`src/rtl/input_conditioner_pkg.sv`:
```
// -----------------------------------------------------------------------------
// input_cond_pkg
// Shared defaults and helpers for the input conditioner.
//   INPUT_COND_WIDTH    default number of channels
//   INPUT_COND_DEBOUNCE default number of stable cycles before a level change
//   INPUT_COND_CNT_W    default width of the rising-edge event counter
//   dc_width()          width of the per-channel debounce counter
//   chan_out_t          registered outputs of one channel
// -----------------------------------------------------------------------------
package input_cond_pkg;

   localparam int INPUT_COND_WIDTH    = 8;
   localparam int INPUT_COND_DEBOUNCE = 4;
   localparam int INPUT_COND_CNT_W    = 8;

   // The debounce counter only has to reach DEBOUNCE_CYCLES-1, but it must be at
   // least one bit wide so that DEBOUNCE_CYCLES of 1 or 2 still builds.
   function automatic int dc_width(input int cycles);
      return (cycles > 1) ? $clog2(cycles) : 1;
   endfunction

   typedef struct packed {
      logic dout;
      logic rise;
      logic fall;
   } chan_out_t;

endpackage

```
`src/rtl/input_conditioner_if.sv`:
```
// -----------------------------------------------------------------------------
// input_cond_if
// Bundles the conditioner's data and control signals.
//   master modport: drives ena, din, invert, cnt_sel, cnt_clr;
//                   observes dout, rise, fall, cnt_value, cnt_ovf
//   slave modport : the conditioner itself (mirror image of master)
// WIDTH and CNT_W must match the parameters of the attached conditioner.
// -----------------------------------------------------------------------------
interface input_cond_if
   import input_cond_pkg::*;
#(
   parameter int WIDTH = INPUT_COND_WIDTH,
   parameter int CNT_W = INPUT_COND_CNT_W
);
   logic             ena;
   logic [WIDTH-1:0] din;
   logic [WIDTH-1:0] invert;
   logic [WIDTH-1:0] dout;
   logic [WIDTH-1:0] rise;
   logic [WIDTH-1:0] fall;
   logic [2:0]       cnt_sel;
   logic             cnt_clr;
   logic [CNT_W-1:0] cnt_value;
   logic             cnt_ovf;

   modport master (
      output ena, din, invert, cnt_sel, cnt_clr,
      input  dout, rise, fall, cnt_value, cnt_ovf
   );

   modport slave (
      input  ena, din, invert, cnt_sel, cnt_clr,
      output dout, rise, fall, cnt_value, cnt_ovf
   );
endinterface

```
`src/rtl/input_conditioner_chan.sv`:
```
// -----------------------------------------------------------------------------
// input_cond_chan
// One conditioner channel: 2-flop synchroniser, debounce filter, run-time
// polarity select and registered edge detection.
//   clk      system clock
//   rst_n    asynchronous active-low reset
//   ena_i    1 = debounce/output advance; 0 = hold, edge pulses forced low
//   din_i    raw asynchronous pad input
//   invert_i 1 = output is the inverted debounced level
//   out_o    registered dout / rise / fall
// -----------------------------------------------------------------------------
module input_cond_chan
   import input_cond_pkg::*;
#(
   parameter int DEBOUNCE_CYCLES = INPUT_COND_DEBOUNCE
)(
   input  logic      clk,
   input  logic      rst_n,
   input  logic      ena_i,
   input  logic      din_i,
   input  logic      invert_i,
   output chan_out_t out_o
);

   localparam int              DC_W    = dc_width(DEBOUNCE_CYCLES);
   localparam logic [DC_W-1:0] DC_LAST = DC_W'(DEBOUNCE_CYCLES - 1);

   logic            s1_q, s2_q;
   logic            stable_q, stable_d;
   logic [DC_W-1:0] dc_q, dc_d;
   logic            dout_q, dout_d;
   logic            rise_q, rise_d;
   logic            fall_q, fall_d;
   logic            level;

   // Synchroniser runs regardless of ena so no stale sample is held.
   always_ff @(posedge clk or negedge rst_n) begin
      if (!rst_n) begin
         s1_q <= 1'b0;
         s2_q <= 1'b0;
      end else begin
         s1_q <= din_i;
         s2_q <= s1_q;
      end
   end

   // Debounce: the synchronised level must disagree with stable for
   // DEBOUNCE_CYCLES consecutive enabled cycles before it is adopted.
   always_comb begin
      stable_d = stable_q;
      dc_d     = dc_q;
      if (ena_i) begin
         if (s2_q == stable_q) begin
            dc_d = '0;
         end else if (dc_q == DC_LAST) begin
            stable_d = s2_q;
            dc_d     = '0;
         end else begin
            dc_d = dc_q + DC_W'(1);
         end
      end
   end

   assign level = stable_q ^ invert_i;

   // Edges are measured against the registered output, so an invert toggle
   // also produces a pulse.
   always_comb begin
      dout_d = ena_i ? level : dout_q;
      rise_d = ena_i &  level & ~dout_q;
      fall_d = ena_i & ~level &  dout_q;
   end

   always_ff @(posedge clk or negedge rst_n) begin
      if (!rst_n) begin
         stable_q <= 1'b0;
         dc_q     <= '0;
         dout_q   <= 1'b0;
         rise_q   <= 1'b0;
         fall_q   <= 1'b0;
      end else begin
         stable_q <= stable_d;
         dc_q     <= dc_d;
         dout_q   <= dout_d;
         rise_q   <= rise_d;
         fall_q   <= fall_d;
      end
   end

   assign out_o = '{dout: dout_q, rise: rise_q, fall: fall_q};

endmodule

```
`src/rtl/input_conditioner.sv`:
```
// -----------------------------------------------------------------------------
// input_conditioner
// WIDTH-channel input conditioner with an optional rising-edge event counter.
//   clk     system clock
//   rst_n   asynchronous active-low reset
//   bus_io  input_cond_if.slave:
//             ena, din, invert, cnt_sel, cnt_clr (in)
//             dout, rise, fall, cnt_value, cnt_ovf (out, registered)
// Build option: define INPUT_COND_EDGE_CNT_EN to include the saturating counter
// of rise[cnt_sel]; otherwise cnt_value/cnt_ovf read 0 and no counter exists.
// -----------------------------------------------------------------------------
module input_conditioner
   import input_cond_pkg::*;
#(
   parameter int WIDTH           = INPUT_COND_WIDTH,
   parameter int DEBOUNCE_CYCLES = INPUT_COND_DEBOUNCE,
   parameter int CNT_W           = INPUT_COND_CNT_W
)(
   input logic        clk,
   input logic        rst_n,
   input_cond_if.slave bus_io
);

   logic [WIDTH-1:0] dout_w, rise_w, fall_w;

   generate
      for (genvar gi = 0; gi < WIDTH; gi++) begin : g_chan
         chan_out_t chan_out;

         input_cond_chan #(
            .DEBOUNCE_CYCLES(DEBOUNCE_CYCLES)
         ) u_chan (
            .clk      (clk),
            .rst_n    (rst_n),
            .ena_i    (bus_io.ena),
            .din_i    (bus_io.din[gi]),
            .invert_i (bus_io.invert[gi]),
            .out_o    (chan_out)
         );

         assign dout_w[gi] = chan_out.dout;
         assign rise_w[gi] = chan_out.rise;
         assign fall_w[gi] = chan_out.fall;
      end
   endgenerate

   assign bus_io.dout = dout_w;
   assign bus_io.rise = rise_w;
   assign bus_io.fall = fall_w;

`ifdef INPUT_COND_EDGE_CNT_EN
   logic [CNT_W-1:0] cnt_q, cnt_d;
   logic             ovf_q, ovf_d;
   logic [7:0]       rise_ext;
   logic             sel_hit;

   // Zero-extending to the full 3-bit select range makes cnt_sel >= WIDTH
   // land on a constant 0, so unimplemented channels never count.
   assign rise_ext = 8'(rise_w);
   assign sel_hit  = rise_ext[bus_io.cnt_sel];

   always_comb begin
      cnt_d = cnt_q;
      ovf_d = ovf_q;
      if (bus_io.cnt_clr) begin
         cnt_d = '0;
         ovf_d = 1'b0;
      end else if (bus_io.ena && sel_hit) begin
         if (&cnt_q) begin
            ovf_d = 1'b1;
         end else begin
            cnt_d = cnt_q + CNT_W'(1);
         end
      end
   end

   always_ff @(posedge clk or negedge rst_n) begin
      if (!rst_n) begin
         cnt_q <= '0;
         ovf_q <= 1'b0;
      end else begin
         cnt_q <= cnt_d;
         ovf_q <= ovf_d;
      end
   end

   assign bus_io.cnt_value = cnt_q;
   assign bus_io.cnt_ovf   = ovf_q;
`else
   wire cnt_inputs_unused = &{1'b0, bus_io.cnt_sel, bus_io.cnt_clr};

   assign bus_io.cnt_value = '0;
   assign bus_io.cnt_ovf   = 1'b0;
`endif

endmodule
```
`src/flat_wrapper.sv`:
```
// flat-port wrapper written by rule: the top's interface ports become plain ports
module input_conditioner_flat import input_cond_pkg::*;
#(
   parameter int WIDTH           = INPUT_COND_WIDTH,
   parameter int DEBOUNCE_CYCLES = INPUT_COND_DEBOUNCE,
   parameter int CNT_W           = INPUT_COND_CNT_W
)
  (clk, rst_n, bus_io_ena, bus_io_din, bus_io_invert, bus_io_cnt_sel, bus_io_cnt_clr, bus_io_dout, bus_io_rise, bus_io_fall, bus_io_cnt_value, bus_io_cnt_ovf);
  input_cond_if #(.WIDTH(WIDTH), .CNT_W(CNT_W)) bus_io_i ();
  input logic clk;
  input logic rst_n;
  input wire logic [$bits(bus_io_i.ena)-1:0] bus_io_ena;
  input wire logic [$bits(bus_io_i.din)-1:0] bus_io_din;
  input wire logic [$bits(bus_io_i.invert)-1:0] bus_io_invert;
  input wire logic [$bits(bus_io_i.cnt_sel)-1:0] bus_io_cnt_sel;
  input wire logic [$bits(bus_io_i.cnt_clr)-1:0] bus_io_cnt_clr;
  output wire logic [$bits(bus_io_i.dout)-1:0] bus_io_dout;
  output wire logic [$bits(bus_io_i.rise)-1:0] bus_io_rise;
  output wire logic [$bits(bus_io_i.fall)-1:0] bus_io_fall;
  output wire logic [$bits(bus_io_i.cnt_value)-1:0] bus_io_cnt_value;
  output wire logic [$bits(bus_io_i.cnt_ovf)-1:0] bus_io_cnt_ovf;
  assign bus_io_i.ena = bus_io_ena;
  assign bus_io_i.din = bus_io_din;
  assign bus_io_i.invert = bus_io_invert;
  assign bus_io_i.cnt_sel = bus_io_cnt_sel;
  assign bus_io_i.cnt_clr = bus_io_cnt_clr;
  assign bus_io_dout = bus_io_i.dout;
  assign bus_io_rise = bus_io_i.rise;
  assign bus_io_fall = bus_io_i.fall;
  assign bus_io_cnt_value = bus_io_i.cnt_value;
  assign bus_io_cnt_ovf = bus_io_i.cnt_ovf;
  input_conditioner #(.WIDTH(WIDTH), .DEBOUNCE_CYCLES(DEBOUNCE_CYCLES), .CNT_W(CNT_W)) u_core (.clk(clk), .rst_n(rst_n), .bus_io(bus_io_i));
endmodule
```
`config.mk`:
```
export PLATFORM = sky130hd
export DESIGN_NAME = input_conditioner_flat
export DESIGN_NICKNAME = d
export VERILOG_FILES = /design/src/rtl/input_conditioner_pkg.sv /design/src/rtl/input_conditioner_if.sv /design/src/rtl/input_conditioner_chan.sv /design/src/rtl/input_conditioner.sv /design/src/flat_wrapper.sv
export SDC_FILE = /design/constraint.sdc
export NUM_CORES = 1
export LEC_CHECK = 0
export ABC_CLOCK_PERIOD_IN_PS = 1190
export BUFFER_PORTS_ARGS = -buffer_cell sky130_fd_sc_hd__buf_4
export CORE_ASPECT_RATIO = 1.1
export CORE_MARGIN = 3
export CORE_UTILIZATION = 49
export DETAILED_ROUTE_END_ITERATION = 8
export PLACE_DENSITY_LB_ADDON = 0.05
export SKIP_CTS_REPAIR_TIMING = 1
export SLEW_MARGIN = 20
export SYNTH_ARGS = -nofsm -noshare
export SYNTH_HDL_FRONTEND = slang
export SYNTH_HIERARCHICAL = 1
export SYNTH_SLANG_ARGS = --single-unit
```
`constraint.sdc`:
```
create_clock -name clk -period 1.19 [get_ports clk]
set_input_delay 0.0595 -clock clk [delete_from_list [all_inputs] [get_ports clk]]
set_output_delay 0.0595 -clock clk [all_outputs]
set_load 0.03 [all_outputs]
```
==> PnR_summary.wiki <==
{| class="wikitable"
! Metric !! Value
|-
| Outcome || finished, final reports clean
|-
| Inserted Diodes || 0
|-
| Seq cells post-synth || 64
|-
| Worst hold slack || 0.0650 ns
|-
| Synth cell types || 16
|-
| Antenna-violating nets left || 0
|-
| Largest voltage drop on the vdd net || 1.11 mV
|-
| Vias in the first global route || 1739
|-
| All-Layer GR Usage || 14.2%
|-
| Highest attainable clock frequency || 863 MHz
|-
| Number of top-level design ports || 56
|-
| Most frequent cells in the layout || 64 x dfrtp_1, 47 x buf_4, 16 x xnor2_1, 16 x inv_1, 16 x nand2_1
|-
| Count of maximum capacitance violations || 0
|-
| Synth Instances || 226
|-
| Area after detailed placement || 0.00300 mm2
|-
| Total power density per cell area || 2310 mW/mm2
|-
| Largest fanout of any net on the critical path || 2
|-
| Proportion of layout cells with a drive suffix above 1 || 34.0%
|-
| TritonCTS sink count || 64
|-
| Seq/Total Area, Yosys || 56.3%
|-
| Average cell area after synthesis || 12.6 um2
|-
| Height of the die || 85.9 um
|-
| Initial DRC Count || 61
|-
| Weighted congestion at the end of routability-driven global placement || 0.643
|-
| Initial antenna violation count || 0
|-
| Final Non-Filler Cells || 340
|-
| Cells after DPL || 314
|-
| Required time at the endpoint of the critical path || 1.44 ns
|-
| Max Buffers Root-to-Sink || 2
|-
| Data arrival, critical path || 1.41 ns
|-
| Most frequent standard cell in the layout excluding fill and tap cells || dfrtp_1
|-
| Summed instance area of the synthesized netlist || 0.00284 mm2
|-
| Area Overhead vs Synth || 15.4%
|-
| CTS clk-pin slew, worst paths || 0.06 ns
|-
| Final critical-path share of the clock period || 97.3%
|-
| Vias per std cell || 4.73
|-
| Path class of the lowest-slack min-delay path || in -> reg
|-
| Clock period minus worst slack || 1.16 ns
|-
| Core Area || 0.00550 mm2
|-
| Number of iterations in the first detailed-routing pass || 4
|-
| Number of nets in the layout || 293
|-
| Via count || 1607
|-
| Final Hold Viols || 0
|-
| Total negative setup slack || 0 ns
|-
| Total of endpoints with negative setup slack in the final report || 0
|-
| Total Routed Length || 4260 um
|-
| Full die area || 0.00676 mm2
|-
| Number of CTS-inserted buffers || 9
|-
| Count of warnings emitted by yosys || 6
|-
| Clk Tree Root Cell || clkbuf_8
|-
| Post-route DRC violation count || 0
|-
| Leakage Power || 1.55 nW
|-
| Final Instance Area || 0.00328 mm2
|-
| Sum of net half-perimeters after detailed placement || 2990 um
|-
| Critical path startpoint category || flop
|-
| Max-slew violations || 0
|-
| Grt total ovfl || 0
|-
| Wire length of the first global-routing pass || 7260 um
|-
| Port Buffer Count || 42
|-
| Worst Skew || 0.00455 ns
|-
| Critical path class || reg -> reg
|-
| Post-layout power || 7.57 mW
|-
| Clock H-tree levels || 3
|-
| Floorplan row count || 28
|-
| Average wire per cell in the routed design || 12.5 um
|-
| Width of the chip || 78.6 um
|-
| Maximum number of pins on one net before global-route repair || 44
|-
| Critical Path End Type || flop
|-
| Effective utilization at floorplan || 51.7%
|-
| TritonCTS clock tree || done
|-
| Worst skew pair latency || 0.33 ns
|}
[area by class of cell]
type                       instances  area [um2]
clock buffer                      13         149
clock inverter                     1        5.00
fill                             486        2220
inverter                          16        60.1
multi-input combinational        113         890
sequential                        64        1600
tap                               75        93.8
timing repair buffer              58         483
[through the flow]
| stage | setup slack, ns | utilization (%) |
|---|---|---|
| final | 0.0319 | 59.7 |
| after CTS | -0.0205 | 57.3 |
| after global routing | -0.00642 | 59.7 |
| after global placement | 0.0669 | 54.5 |
| after detailed placement | -0.00320 | 54.5 |
| after floorplan | 0.0905 | - |
[critical path, cell delays in order, from the launching register on]
cell	delay, ns
dfrtp_1	0.37
ha_1	0.21
or3b_1	0.40
o22ai_2	0.10
[sequential cells by signal (all words and copies together) (netlist names)]
signal                         flops
u_core/g_chan.u_chan/s2_q          8
u_core/g_chan.u_chan/s1_q          8
u_core/g_chan.u_chan/dc_q         16
u_core/g_chan.u_chan/fall_q        8
u_core/g_chan.u_chan/dout_q        8
u_core/g_chan.u_chan/rise_q        8
u_core/g_chan.u_chan/stable_q      8
[routing by layer]
metal | up-vias | GRT usage (%) | wire [um]
li1 | 774 | - | -
met1 | 790 | 13.6 | 1600
met2 | 36 | 26.2 | 2360
met3 | 7 | 5.25 | 229
met4 | 0 | 7.15 | 67
met5 | - | 0 | 0
[synthesized netlist by cell type]
cell     count  area share [%]
a21oi_1      8             1.4
and3_2       8             2.1
buf_4       33             8.7
buf_6        8             3.2
conb_1       1            0.13
dfrtp_1     64              56
ha_1         8             3.5
inv_1       16             2.1
mux2_1       8             3.2
nand2_1     16             2.1
nor2_1       8             1.1
nor3b_2      8             3.5
o22ai_1      8             1.8
o22ai_2      8             3.5
or3b_1       8             2.5
xnor2_1     16             4.9
[final timing paths]
| path | startpoint | endpoint | slack [ns] | depth (start not counted) |
|---|---|---|---|---|
| worst max-delay path | u_core/g_chan[0].u_chan/dc_q[0] | u_core/g_chan[0].u_chan/dc_q[0] | 0.03 | 3 |
| worst min-delay path | bus_io_invert[4] | u_core/g_chan[4].u_chan/rise_q | 0.07 | 3 |
| worst max register to register | u_core/g_chan[0].u_chan/dc_q[0] | u_core/g_chan[0].u_chan/dc_q[0] | 0.03 | 3 |
| worst min register to register | u_core/g_chan[6].u_chan/s1_q | u_core/g_chan[6].u_chan/s2_q | 0.35 | 0 |
| max in group asynchronous | rst_n | u_core/g_chan[1].u_chan/s2_q | 0.52 | 3 |
| min in group asynchronous | rst_n | u_core/g_chan[5].u_chan/s1_q | 0.16 | 2 |
[power by group]
group          switching, mW  internal (mW)
registers              0.503           2.85
logic                   1.45           1.28
clock network          0.701          0.788
total                   2.65           4.92
[logic make-up after synthesis]
kind of cell / count (synthesis) / share of synthesized area (%)
AOI/OAI and AO/OA: 24 / 6.69
and+or+nand+nor: 48 / 11.3
muxes: 8 / 3.17
other: 1 / 0.132
xor gates and xnor gates: 16 / 4.93
DFF: 64 / 56.3
buffers and inverters: 57 / 14.0
adders and majority gates: 8 / 3.52
Power figures use the tool's default switching activity.
